<file path="src/rtl/systolic_pkg.sv">
// systolic_pkg: shared types and constants for the mac_tile array sequencer.
//   state_e    - sequencer phases
//   INST_*     - 2-bit west-edge instruction encodings
//   drain_len  - cycles needed to flush the row/column skew and psums
package systolic_pkg;

    typedef enum logic [2:0] {
        ST_IDLE  = 3'd0,
        ST_RST   = 3'd1,
        ST_LOAD  = 3'd2,
        ST_EXEC  = 3'd3,
        ST_DRAIN = 3'd4,
        ST_DONE  = 3'd5
    } state_e;

    localparam logic [1:0] INST_NOP  = 2'b00;
    localparam logic [1:0] INST_LOAD = 2'b01;
    localparam logic [1:0] INST_EXEC = 2'b10;
    localparam logic [1:0] INST_OS   = 2'b11;

    localparam int DEF_ROW = 8;
    localparam int DEF_COL = 8;

    function automatic int drain_len(input int row, input int col);
        return row + col - 1;
    endfunction

    localparam int DRAIN_LEN = drain_len(DEF_ROW, DEF_COL);

endpackage

</file>
<file path="src/rtl/systolic_ctrl_skew_line.sv">
// skew_line: fixed-depth delay line used to skew per-lane signals.
//   clk   - clock
//   reset - asynchronous active-low clear (all stages to 0)
//   din   - undelayed lane-0 value
//   taps  - taps[k*WIDTH +: WIDTH] is din delayed by k+1 cycles
// DEPTH must be at least 1 (array dimension of 2 or more).
module skew_line #(
    parameter int WIDTH = 2,
    parameter int DEPTH = 1
) (
    input  logic                   clk,
    input  logic                   reset,
    input  logic [WIDTH-1:0]       din,
    output logic [WIDTH*DEPTH-1:0] taps
);

    logic [WIDTH*DEPTH-1:0] chain_q;
    logic [WIDTH*DEPTH-1:0] chain_d;

    // Lowest slice is the newest sample; every cycle the chain moves up one slot.
    generate
        if (DEPTH == 1) begin : g_single
            always_comb chain_d = din;
        end else begin : g_multi
            always_comb chain_d = {chain_q[WIDTH*(DEPTH-1)-1:0], din};
        end
    endgenerate

    always_ff @(posedge clk or negedge reset) begin
        if (!reset) chain_q <= '0;
        else        chain_q <= chain_d;
    end

    assign taps = chain_q;

endmodule

</file>
<file path="src/rtl/systolic_ctrl.sv">
// systolic_ctrl: run sequencer for the mac_tile systolic array.
//   start/mode/ld_len/ex_len - run request, parameters latched on acceptance in IDLE
//   abort                    - ends LOAD or EXEC early, run still drains and reports done
//   array_reset              - one-cycle reset pulse to all tiles
//   inst_w                   - per-row instruction, row r = lane-0 delayed r cycles
//   l0_rd / n_rd             - skewed west / north feeder read enables
//   busy / done              - activity flag and end-of-run pulse
// Every output decodes only the state and skew registers.
module systolic_ctrl
    import systolic_pkg::*;
#(
    parameter int ROW    = 8,
    parameter int COL    = 8,
    parameter int CNT_BW = 8
) (
    input  logic              clk,
    input  logic              reset,
    input  logic              start,
    input  logic              abort,
    input  logic              mode,
    input  logic [CNT_BW-1:0] ld_len,
    input  logic [CNT_BW-1:0] ex_len,
    output logic              array_reset,
    output logic [2*ROW-1:0]  inst_w,
    output logic [ROW-1:0]    l0_rd,
    output logic [COL-1:0]    n_rd,
    output logic              busy,
    output logic              done
);

    localparam logic [CNT_BW-1:0] DRAIN_LAST = CNT_BW'(drain_len(ROW, COL) - 1);

    state_e            state_q, state_d;
    logic [CNT_BW-1:0] cnt_q, cnt_d;
    logic              mode_q, mode_d;
    logic [CNT_BW-1:0] ld_q, ld_d;
    logic [CNT_BW-1:0] ex_q, ex_d;

    logic [1:0]            lane0_inst;
    logic                  lane0_nrd;
    logic [2*(ROW-1)-1:0]  row_taps;
    logic [COL-2:0]        col_taps;

    // State register
    always_ff @(posedge clk or negedge reset) begin
        if (!reset) begin
            state_q <= ST_IDLE;
            cnt_q   <= '0;
            mode_q  <= 1'b0;
            ld_q    <= '0;
            ex_q    <= '0;
        end else begin
            state_q <= state_d;
            cnt_q   <= cnt_d;
            mode_q  <= mode_d;
            ld_q    <= ld_d;
            ex_q    <= ex_d;
        end
    end

    // Next-state logic. Counters are preloaded with length-1 on phase entry,
    // so a phase ends on the cycle its counter reads zero; zero lengths never
    // enter their phase at all.
    always_comb begin
        state_d = state_q;
        cnt_d   = cnt_q;
        mode_d  = mode_q;
        ld_d    = ld_q;
        ex_d    = ex_q;
        case (state_q)
            ST_IDLE: begin
                if (start) begin
                    state_d = ST_RST;
                    mode_d  = mode;
                    ld_d    = ld_len;
                    ex_d    = ex_len;
                end
            end
            ST_RST: begin
                if (mode_q && ld_q != '0) begin
                    state_d = ST_LOAD;
                    cnt_d   = ld_q - 1'b1;
                end else if (ex_q != '0) begin
                    state_d = ST_EXEC;
                    cnt_d   = ex_q - 1'b1;
                end else begin
                    state_d = ST_DRAIN;
                    cnt_d   = DRAIN_LAST;
                end
            end
            ST_LOAD: begin
                if (!abort && cnt_q != '0) begin
                    cnt_d = cnt_q - 1'b1;
                end else if (!abort && ex_q != '0) begin
                    state_d = ST_EXEC;
                    cnt_d   = ex_q - 1'b1;
                end else begin
                    state_d = ST_DRAIN;
                    cnt_d   = DRAIN_LAST;
                end
            end
            ST_EXEC: begin
                if (abort || cnt_q == '0) begin
                    state_d = ST_DRAIN;
                    cnt_d   = DRAIN_LAST;
                end else begin
                    cnt_d = cnt_q - 1'b1;
                end
            end
            ST_DRAIN: begin
                if (cnt_q == '0) state_d = ST_DONE;
                else             cnt_d   = cnt_q - 1'b1;
            end
            ST_DONE: state_d = ST_IDLE;
            default: state_d = ST_IDLE;
        endcase
    end

    // Output decode
    always_comb begin
        lane0_inst  = INST_NOP;
        lane0_nrd   = 1'b0;
        array_reset = (state_q == ST_RST);
        busy        = (state_q != ST_IDLE);
        done        = (state_q == ST_DONE);
        case (state_q)
            ST_LOAD: lane0_inst = INST_LOAD;
            ST_EXEC: begin
                lane0_inst = mode_q ? INST_EXEC : INST_OS;
                lane0_nrd  = !mode_q;
            end
            default: lane0_inst = INST_NOP;
        endcase
    end

    skew_line #(.WIDTH(2), .DEPTH(ROW-1)) u_row_skew (
        .clk   (clk),
        .reset (reset),
        .din   (lane0_inst),
        .taps  (row_taps)
    );

    skew_line #(.WIDTH(1), .DEPTH(COL-1)) u_col_skew (
        .clk   (clk),
        .reset (reset),
        .din   (lane0_nrd),
        .taps  (col_taps)
    );

    assign inst_w = {row_taps, lane0_inst};
    assign n_rd   = {col_taps, lane0_nrd};

    generate
        for (genvar gi = 0; gi < ROW; gi++) begin : g_l0_rd
            assign l0_rd[gi] = (inst_w[2*gi +: 2] != INST_NOP);
        end
    endgenerate

endmodule

</file>
<file path="config.mk">
export PLATFORM = sky130hd
export DESIGN_NAME = systolic_ctrl
export DESIGN_NICKNAME = d
export VERILOG_FILES = /design/src/rtl/systolic_pkg.sv /design/src/rtl/systolic_ctrl_skew_line.sv /design/src/rtl/systolic_ctrl.sv
export SDC_FILE = /design/constraint.sdc
export NUM_CORES = 1
export LEC_CHECK = 0
export CAP_MARGIN = 20
export CORE_UTILIZATION = 30
export CTS_BUF_LIST = sky130_fd_sc_hd__clkbuf_4 sky130_fd_sc_hd__clkbuf_8
export CTS_CLUSTER_SIZE = 24
export DETAILED_ROUTE_END_ITERATION = 7
export DONT_BUFFER_PORTS = 1
export GPL_ROUTABILITY_DRIVEN = 0
export PLACE_DENSITY = 0.4
export SLEW_MARGIN = 15
export SYNTH_ARGS = -nofsm -noshare
export SYNTH_HDL_FRONTEND = slang
export SYNTH_SLANG_ARGS = --single-unit
</file>
<file path="constraint.sdc">
create_clock -name clk -period 4.8 [get_ports clk]
set_clock_uncertainty 0.1 [all_clocks]
set_input_delay 0.72 -clock clk [delete_from_list [all_inputs] [get_ports clk]]
set_output_delay 0.72 -clock clk [all_outputs]
set_load 0.05 [all_outputs]
</file>
==> metrics.md, run 1 <==
| Metric | Value |
|---|---|
| Setup Total Neg Slack | `0 ps` |
| Syn-to-layout area delta | `8.31%` |
| Slowest stage cell, crit path | `nor2_1` |
| Synth Warn # | `0` |
| Vias in the first global route | `approximately 1,900` |
| Main area contributors after synthesis | `dfrtp_1 47%, mux2_2 5.1%, xnor2_1 3.3%, nand2_1 3.3%, nor2_1 2.7%` |
| Gate Count Post-Synth | `~260` |
| R2R Setup Slk | `between 2000 and 2500 ps` |
| Setup crit start kind | `register` |
| Die ar. | `approximately 9200 µm²` |
| Syn Std Cell Area | `2630 µm²` |
| Core area | `approximately 8300 µm²` |
| Detailed placer's ending HPWL | `4.71 mm` |
| Status | `finished, final reports clean` |
| Top-count cell post-synth | `dfrtp_1` |
| Post-Syn Nets | `between 200 and 300` |
| DRC viols | `0` |
| Pleak | `between 1 and 1.5 nW` |
| Vias post-DR | `approximately 1,900` |
| Cells along the critical path | `nand2b_1 > inv_1 > nand2_1 > nor2_1` |
| Min-Delay Path Class | `in -> async` |
| Fmax | `289 MHz` |
| Peak supply drop | `about 0.00015 V` |
| Resized cells post-CTS | `0` |
| Post-CTS Setup Inserts | `0` |
| Arrival time worst endpoint | `roughly 2600 ps` |
| First-pass GRT wire length | `10.2 mm` |
| Max Cap Viol | `0` |
| WL/cell | `17.6 µm` |
| Port bufs | `0` |
| Sink Count | `49` |
| Clk Latency, worst-skew pair | `roughly 310 ps` |
| Sequential fraction of the synthesis area | `between 40% and 50%` |
| #FFs+latches synth | `49` |
| Worst r2r path cells | `4` |
| RSZ-0062 raised after global routing | `false` |
| Iteration-0 DRC Markers | `~140` |
| Max Slew Vio Count | `0` |
| Worst slew pin tran | `between 1000 and 1500 ps` |
| Die H | `95.7 µm` |
| Crit path largest cell delay | `about 750 ps` |
| Num rows | `33` |
| Utilization after layout | `about a third` |
| Worst r2r src | `state_q[2]` |
| Mean Syn Cell Area | `approximately 10 µm²` |
| Main flop type after synthesis | `dfrtp_1` |
| Power per cell area | `between 200 and 300 nW/µm²` |
| Final nets | `285` |
| Io pins | `56` |
| TritonRoute pass-1 iters | `4` |
| Synth async-reset ratio | `100%` |
| Reg2Reg Capture Point | `u_col_skew.taps[0]` |
| Slew HR | `between 20 and 25%` |
| Crit end category | `output pin` |
| Worst EP required | `slightly below 4000 ps` |
| Setup CP Type | `reg -> out` |
| Antenna diodes | `0` |
| Clk buf depth | `2` |
| Synth top cells by count | `49 x dfrtp_1, 23 x nand2_1, 19 x nor2_1` |
| Antenna-violating nets left | `0` |
| H-tree levels | `2` |
| Register clock-pin slew on the reported worst setup and hold paths | `~100 ps` |
| DIE WIDTH | `about 96 µm` |
| Largest area contributor in the netlist | `dfrtp_1` |
| Final setup fails | `0` |
| Layout cells sized above 1 | `15.4%` |
| Initial antenna violation count | `0` |
| Unique cell type count in the Yosys netlist | `60` |
| Post-synth EDFFs | `0` |
| Largest net degree at the start of global routing | `50` |
| CP Capture Point | `n_rd[0]` |
| Number of vias per cell | `5.28` |
| CP Max Fanout | `11` |
| CP Launch Point | `state_q[2]` |
| Top cell type's share of synthesized area | `a little under half` |
| Hold Slack | `126 ps` |
| Total CTS buffers | `5` |
| CTS tree | `done` |
| Initial Util | `about a third` |
| Root Driver | `clkbuf_8` |
| Final period util | `72.0%` |
| Minimum clock period | `~3500 ps` |
| Fin. Hold Viols | `0` |
| Wirelength, routed | `around 6.4 mm` |
| Gr usage total | `15.0%` |
| Overflow left after global routing | `0` |
[cell families after synthesis]
logic type      after synthesis  synth area share (%)
buf+inv                      23                  4.09
compound gates               62                  16.1
flops                        49                  46.6
mux                          15                  6.27
simple gates                 93                  20.0
xor+xnor                     14                  4.66
fa+ha+maj                     5                  2.38
[layout by cell type, fill, tap and decap left out, drive strengths merged, types with 4 or more instances in the layout]
cell	count
nand2	23
inv	12
xnor2	10
a21oi	11
o21ai	14
xor2	4
and2	4
clkbuf	6
mux2	12
o22ai	6
nor3	11
dfrtp	49
ha	5
nor3b	4
or2	8
nor2	19
nor4	4
[flip-flops by register name, summed over array words and instances, names as in the netlist]
name             count
ex_q                 8
u_row_skew.taps     14
mode_q               1
cnt_q                8
u_col_skew.taps      7
state_q              3
ld_q                 8
[critical path, delay by kind of cell, from the launching register on]
kind	cells	cell delay [ps]
AND/OR/NAND/NOR	3	1300
flip-flops	1	470
buffers and inverters	1	550
[power by group]
group	switching, mW	internal [mW]
logic	0.0320	0.0215
registers	0.0109	0.420
clock network	0.152	0.163
[per-layer routing]
metal  vias to the layer above  part of all wire (%)  GRT usage, %
li1                        941                     -             -
met1                       936                    50          22.6
met2                        44                    45          21.4
met3                         5                   3.9          2.76
met4                         0                   1.0          5.22
met5                         -                     0             0
[per-stage QoR]
stage | worst slack, ps | std cells | total power [mW] | area [µm²]
final | 1340 | 365 | 0.799 | 2850
after global routing | 1190 | 365 | 0.836 | 2850
after CTS | 1340 | 365 | 0.813 | 2850
after detailed placement | 1690 | 356 | 0.482 | 2710
after global placement | 1740 | 356 | 0.483 | 2710
after floorplan | 2400 | 261 | 0.472 | 2630
[area by class of cell]
cell class / instances / area [µm²]
Clock buffer: 6 / 76.3
Clock inverter: 2 / 38.8
Fill cell: 884 / 5490
Inverter: 12 / 45.0
Multi-Input combinational cell: 189 / 1300
Sequential cell: 49 / 1230
Tap cell: 105 / 131
Timing Repair Buffer: 2 / 35.0
[repair_timing]
item,4_1_cts,5_1_grt
setup endpoints to repair,0,0
hold buffers,1,0
hold endpoints to repair,49,0
[worst min-delay path by stage]
stage / from / to / slack, ps / depth (start not counted)
after floorplan: reset / cnt_q[0] / 320 / 0
after global placement: reset / cnt_q[0] / 330 / 0
after detailed placement: reset / ex_q[0] / 330 / 0
after CTS: reset / ex_q[0] / 150 / 1
after global routing: reset / ex_q[0] / 160 / 1
final: reset / ex_q[0] / 130 / 1
Note: power is estimated with default switching activity, not from simulation.
==> inputs of run 2 (changes only) <==
Clock period 4.8 ns to 3.2 ns, I/O delays scaled along.
==> run 2 against run 1 <==
Critical path depth is 1 lower; critical path type unchanged; hold slack better by 61 ps; global-route usage grew 0.29 points; die area unchanged; final area increased by 1.7%; worst setup slack worse by 710 ps; sequential share of layout area is 0.70 points lower; combinational power rose by 50%; register-to-register slack worse by 1400 ps; sequential cell count stayed put.
==> metrics.md, run 2 (synthesis results as in run 1) <==
| Metric | Value |
|---|---|
| Status | `finished, final reports clean (unchanged)` |
| TritonRoute pass-1 iters | `4 (unchanged)` |
| Pleak | `1.31 nW (was 1.28 nW)` |
| Worst Hold Path EP | `ex_q[1]` |
| Largest register FFs | `14 (unchanged)` |
| Crit end category | `output pin (unchanged)` |
| Fin worst setup slack | `638 ps (was 1340 ps)` |
| Num rows | `33 (unchanged)` |
| P_sw | `0.283 mW (was 0.195 mW)` |
| Detailed placer's ending HPWL | `4.84 mm (was 4.71 mm)` |
| CP Launch Point | `state_q[0] (was state_q[2])` |
| DIE WIDTH | `95.7 µm (unchanged)` |
| Internal power | `0.907 mW (was 0.604 mW)` |
| Comb power frac | `6.7% (about the same)` |
| Io pins | `56 (unchanged)` |
| Register clock-pin slew on the reported worst setup and hold paths | `90 ps (was 100 ps)` |
| Post-CTS Setup Inserts | `0 (unchanged)` |
| Most frequent cells in the layout | `49 x dfrtp_1, 23 x nand2_1, 19 x nor2_1 (unchanged)` |
| Clk pwr share | `38.9% (was 39.3%)` |
| Peak supply drop | `0.000140 V (was 0.000147 V)` |
| CP Max Fanout | `12 (was 11)` |
| Die H | `95.7 µm (unchanged)` |
| Antenna diodes | `0 (unchanged)` |
| Utilization after layout | `34.8% (was 34.2%)` |
| Resized cells post-CTS | `0 (unchanged)` |
| Hold Path Cell Cnt | `2` |
| Clk buf depth | `2 (unchanged)` |
| R2R Setup Slk | `790 ps (was 2180 ps)` |
| Max Slew Vio Count | `0 (unchanged)` |
| Gr usage total | `15.3% (was 15.0%)` |
| WL/cell | `17.7 µm (was 17.6 µm)` |
| Most common library cell in the layout ignoring fill and taps | `dfrtp_1 (unchanged)` |
| Cts-stage hold buffer count | `2 (was 1)` |
| Core area | `8340 µm² (unchanged)` |
| Worst slew pin tran | `649 ps (was 1130 ps)` |
| Seq pwr share | `54.4% (was 54.0%)` |
| Worst EP required | `2620 ps (was 3980 ps)` |
| Post-layout instance area | `2900 µm² (was 2850 µm²)` |
| Sink Count | `49 (unchanged)` |
| Final period util | `approximately four fifths` |
| Syn-to-layout area delta | `10.1% (was 8.31%)` |
| Net switching fraction of the power | `23.8% (was 24.4%)` |
| Clk Latency, worst-skew pair | `310 ps (about the same)` |
| Worst r2r path cells | `7 (was 4)` |
| Worst r2r src | `state_q[0] (was state_q[2])` |
| Number of vias per cell | `5.28 (about the same)` |
| Max Cap Viol | `0 (unchanged)` |
| Setup crit start kind | `register (unchanged)` |
| Initial antenna violation count | `0 (unchanged)` |
| Pre-CTS setup slack | `804 ps (was 1690 ps)` |
| Setup CP Type | `reg -> out (unchanged)` |
| Overflow left after global routing | `0 (unchanged)` |
| Port bufs | `0 (unchanged)` |
| Power, Total | `1.19 mW (was 0.799 mW)` |
| Total CTS buffers | `5 (unchanged)` |
| Setup Total Neg Slack | `0 ps (unchanged)` |
| Final setup fails | `0 (unchanged)` |
| CTS tree | `done (unchanged)` |
| Reg2Reg Capture Point | `cnt_q[5] (was u_col_skew.taps[0])` |
| Die ar. | `9160 µm² (unchanged)` |
| Arrival time worst endpoint | `1980 ps (was 2640 ps)` |
| Vias post-DR | `1,959 (was 1,926)` |
| Fmax | `~390 MHz` |
| Min-Delay Path Class | `in -> reg (was in -> async)` |
| Fin. Hold Viols | `0 (unchanged)` |
| Wirelength, routed | `6.57 mm (was 6.42 mm)` |
| Root Driver | `clkbuf_8 (unchanged)` |
| DRC viols | `0 (unchanged)` |
| Initial Util | `31.6% (unchanged)` |
| Slew HR | `56.7% (was 24.8%)` |
| Final nets | `291 (was 285)` |
| Largest net degree at the start of global routing | `50 (unchanged)` |
| Power per cell area | `410 nW/µm² (was 280 nW/µm²)` |
| Minimum clock period | `~2600 ps` |
| Antenna-violating nets left | `0 (unchanged)` |
| Layout cells sized above 1 | `16.9% (was 15.4%)` |
| Fillers | `864 (was 884)` |
| RSZ-0062 raised after global routing | `false (unchanged)` |
| First-pass GRT wire length | `10.6 mm (was 10.2 mm)` |
| Vias in the first global route | `1,946 (was 1,871)` |
| Placed cell area | `2750 µm² (was 2710 µm²)` |
| Iteration-0 DRC Markers | `128 (was 137)` |
| H-tree levels | `2 (unchanged)` |
| Hold path startpoint | `ex_len[1]` |
run 2: cell types whose count changed in the layout (fill, tap and decap cells not counted):
cell           previous run  this run
buf_4                     1         6
dlygate4sd3_1             0         1
run 2: worst max path at each step:
stage | endpoint | depth (start not counted)
floorplan | ex_q[4] | 5
global placement | cnt_q[5] | 7
detailed placement | cnt_q[0] | 5
CTS | array_reset | 3
global route | array_reset | 3
finish | array_reset | 3
run 2: worst max-delay path: stages (launching register included):
cell and delay, ps:
dfrtp_1 620, nor2_1 160, or3_1 430, inv_1 470
run 2: cell type report:
cell class / instances / area (µm²) / area share [%]
inverters: 12 / 45.0 / 1.55
well taps: 105 / 131 / 4.53
repair buffers: 8 / 82.6 / 2.85
clock buffers: 6 / 76.3 / 2.63
multi-input cells: 189 / 1300 / 44.8
clock inverters: 2 / 38.8 / 1.34
flip-flops and latches: 49 / 1230 / 42.3
run 2: layer usage:
| metal | vias to the layer above | track usage, % | part of all wire [%] |
|---|---|---|---|
| met1 | 956 | 21.5 | 48 |
| met4 | 0 | 4.60 | 1.0 |
| li1 | 951 | - | - |
| met3 | 5 | 3.71 | 5.0 |
| met5 | - | 0 | 0 |
| met2 | 47 | 23.4 | 46 |
run 2: through the flow:
step | std cells | hold slack [ps]
5_1_grt | 371 | 197
2_1_floorplan | 261 | 84.4
3_3_place_gp | 361 | 86.4
4_1_cts | 371 | 177
6_report | 371 | 187
3_5_place_dp | 361 | 88.0
run 2: power by group through the flow:
stage                     clock network, mW  logic [mW]  registers [mW]
after floorplan                           0      0.0537           0.655
after global placement                    0      0.0638           0.660
after detailed placement                  0      0.0632           0.660
after CTS                             0.487      0.0822           0.647
after global routing                  0.501      0.0920           0.650
final                                 0.463      0.0800           0.647
==> inputs of run 3 (changes only) <==
Clock period 3.2 ns to 2.45 ns, I/O delays scaled along.
==> run 3 against run 2 <==
Register-to-register slack worse by 680 ps; sequential cell count is the same; final cell count increased by 1.6%; sequential share of layout area is 0.38 points lower; non-clock buffer count grew 6; sequential power grew 30%; global-route usage is 0.34 points lower; utilization grew 0.31 points; critical endpoint unchanged; largest cell class unchanged; critical path depth is 1 higher; count of clock-buffer cells in the layout did not move; via count grew 0.26%; power rose by 23%.
==> metrics.md, run 3 (synthesis results as in run 1) <==
| Metric | Value |
|---|---|
| Fin worst setup slack | `71.3 ps (was 638 ps)` |
| Gr usage total | `15.0% (was 15.3%)` |
| First-pass GRT wire length | `10.3 mm (was 10.6 mm)` |
| CP Max Fanout | `10 (was 12)` |
| Crit path largest cell delay | `510 ps (was 620 ps)` |
| Worst EP required | `1980 ps (was 2620 ps)` |
| Register clock-pin slew on the reported worst setup and hold paths | `100 ps (was 90 ps)` |
| Die ar. | `9160 µm² (unchanged)` |
| Power per cell area | `499 nW/µm² (was 410 nW/µm²)` |
| Clk buf depth | `2 (unchanged)` |
| Status | `finished, final reports clean (unchanged)` |
| Hold Slack | `73.6 ps (was 187 ps)` |
| Pre-CTS setup slack | `106 ps (was 804 ps)` |
| Max Slew Vio Count | `0 (unchanged)` |
| Layout cells sized above 1 | `19.5% (was 16.9%)` |
| DRC viols | `0 (unchanged)` |
| Antenna diodes | `0 (unchanged)` |
| Worst slew pin tran | `666 ps (was 649 ps)` |
| Number of vias per cell | `5.21 (was 5.28)` |
| Pleak | `1.32 nW (was 1.31 nW)` |
| H-tree levels | `2 (unchanged)` |
| CP Buf/Inv Count | `2 (was 1)` |
| Sink Count | `49 (unchanged)` |
| Worst r2r path cells | `5 (was 7)` |
| Utilization after layout | `35.1% (was 34.8%)` |
| Root Driver | `clkbuf_8 (unchanged)` |
| Setup crit start kind | `register (unchanged)` |
| Final setup fails | `0 (unchanged)` |
| Overflow left after global routing | `0 (unchanged)` |
| Io pins | `56 (unchanged)` |
| Cells along the critical path | `nor2_1 > or3_1 > inv_1 > buf_4 (was nor2_1 > or3_1 > inv_1)` |
| Post-layout instance area | `2930 µm² (was 2900 µm²)` |
| Non-filler cells in the finished layout | `377 (was 371)` |
| Hold Path Cell Cnt | `2 (unchanged)` |
| Slew HR | `55.6% (was 56.7%)` |
| Detailed placer's ending HPWL | `4.86 mm (was 4.84 mm)` |
| Initial Util | `31.6% (unchanged)` |
| Minimum clock period | `about 2400 ps` |
| RSZ-0062 raised after global routing | `false (unchanged)` |
| Worst Hold Path EP | `ex_q[1] (unchanged)` |
| Power, Total | `1.46 mW (was 1.19 mW)` |
| Final period util | `a little over nine tenths` |
| Fmax | `between 400 and 500 MHz` |
| Largest register FFs | `14 (unchanged)` |
| CTS tree | `done (unchanged)` |
| Min-Delay Path Class | `in -> reg (unchanged)` |
| Final nets | `297 (was 291)` |
| Slowest stage cell, crit path | `dfrtp_1 (unchanged)` |
| Port bufs | `0 (unchanged)` |
| Vias post-DR | `1,964 (was 1,959)` |
| Iteration-0 DRC Markers | `90 (was 128)` |
| Vias in the first global route | `1,924 (was 1,946)` |
| CP top delay family | `simple AND/OR/NAND/NOR gates (was flip-flops)` |
| Die H | `95.7 µm (unchanged)` |
| Wirelength, routed | `6.48 mm (was 6.57 mm)` |
| Placed Cells | `367 (was 361)` |
| Largest net degree at the start of global routing | `50 (unchanged)` |
| Antenna-violating nets left | `0 (unchanged)` |
| Max Cap Viol | `0 (unchanged)` |
| Reg2Reg Capture Point | `cnt_q[4] (was cnt_q[5])` |
| Most frequent cells in the layout | `49 x dfrtp_1, 23 x nand2_1, 19 x nor2_1 (unchanged)` |
| TritonRoute pass-1 iters | `4 (unchanged)` |
| Crit end category | `output pin (unchanged)` |
| Clk Latency, worst-skew pair | `310 ps (about the same)` |
| Setup Total Neg Slack | `0 ps (unchanged)` |
| DIE WIDTH | `95.7 µm (unchanged)` |
| Total CTS buffers | `5 (unchanged)` |
| R2R Setup Slk | `110 ps (was 790 ps)` |
| Worst r2r src | `ld_q[2] (was state_q[0])` |
| Peak supply drop | `0.000204 V (was 0.000140 V)` |
| Core area | `8340 µm² (unchanged)` |
| Syn-to-layout area delta | `11.1% (was 10.1%)` |
| Initial antenna violation count | `0 (unchanged)` |
| Arrival time worst endpoint | `1910 ps (was 1980 ps)` |
| Placed cell area | `2790 µm² (was 2750 µm²)` |
| WL/cell | `17.2 µm (was 17.7 µm)` |
| Num rows | `33 (unchanged)` |
| Setup CP Type | `reg -> out (unchanged)` |
| Hold path startpoint | `ex_len[1] (unchanged)` |
| Most common library cell in the layout ignoring fill and taps | `dfrtp_1 (unchanged)` |
| Fin. Hold Viols | `0 (unchanged)` |
[run 3: cell count changes in the layout (fill, tap and decap cells not counted), sizes merged]
cell,delta
buf,+6
bufinv,-1
clkinvlp,+1
[run 3: how the worst max path moves through the flow]
stage	start	end	slack [ps]	cells after the start
after global placement	ld_q[2]	cnt_q[4]	40	5
after detailed placement	ld_q[2]	cnt_q[4]	110	5
after global routing	ld_q[2]	cnt_q[4]	6	5
after floorplan	state_q[2]	ex_q[4]	240	5
after CTS	ld_q[2]	cnt_q[4]	70	5
final	state_q[1]	array_reset	70	4
[run 3: power by group]
group          switching (mW)  internal (mW)  total (mW)
clock network           0.294          0.216       0.509
registers              0.0205          0.823       0.844
logic                  0.0636         0.0440       0.108
[run 3: what timing repair did]
item,in CTS,in global routing
gates resized for setup,0,2
hold endpoints to repair,49,0
endpoints found under the setup margin,0,1
hold buffers,2,0
buffers inserted,0,0
[run 3: final cells by class]
cell class,count,area [µm²]
timing repair buffer,14,128
tap,105,131
clock buffer,6,76.3
fill,873,5410
sequential,49,1230
inverter,12,48.8
clock inverter,2,13.8
multi-input combinational,189,1300
[run 3: metal layers]
layer / track usage [%] / vias to the layer above / share of wire (%)
met5: 0 / - / 0
met4: 4.48 / 0 / 1.1
met3: 2.76 / 6 / 4.4
met2: 22.6 / 50 / 45
met1: 21.8 / 950 / 50
li1: - / 958 / -
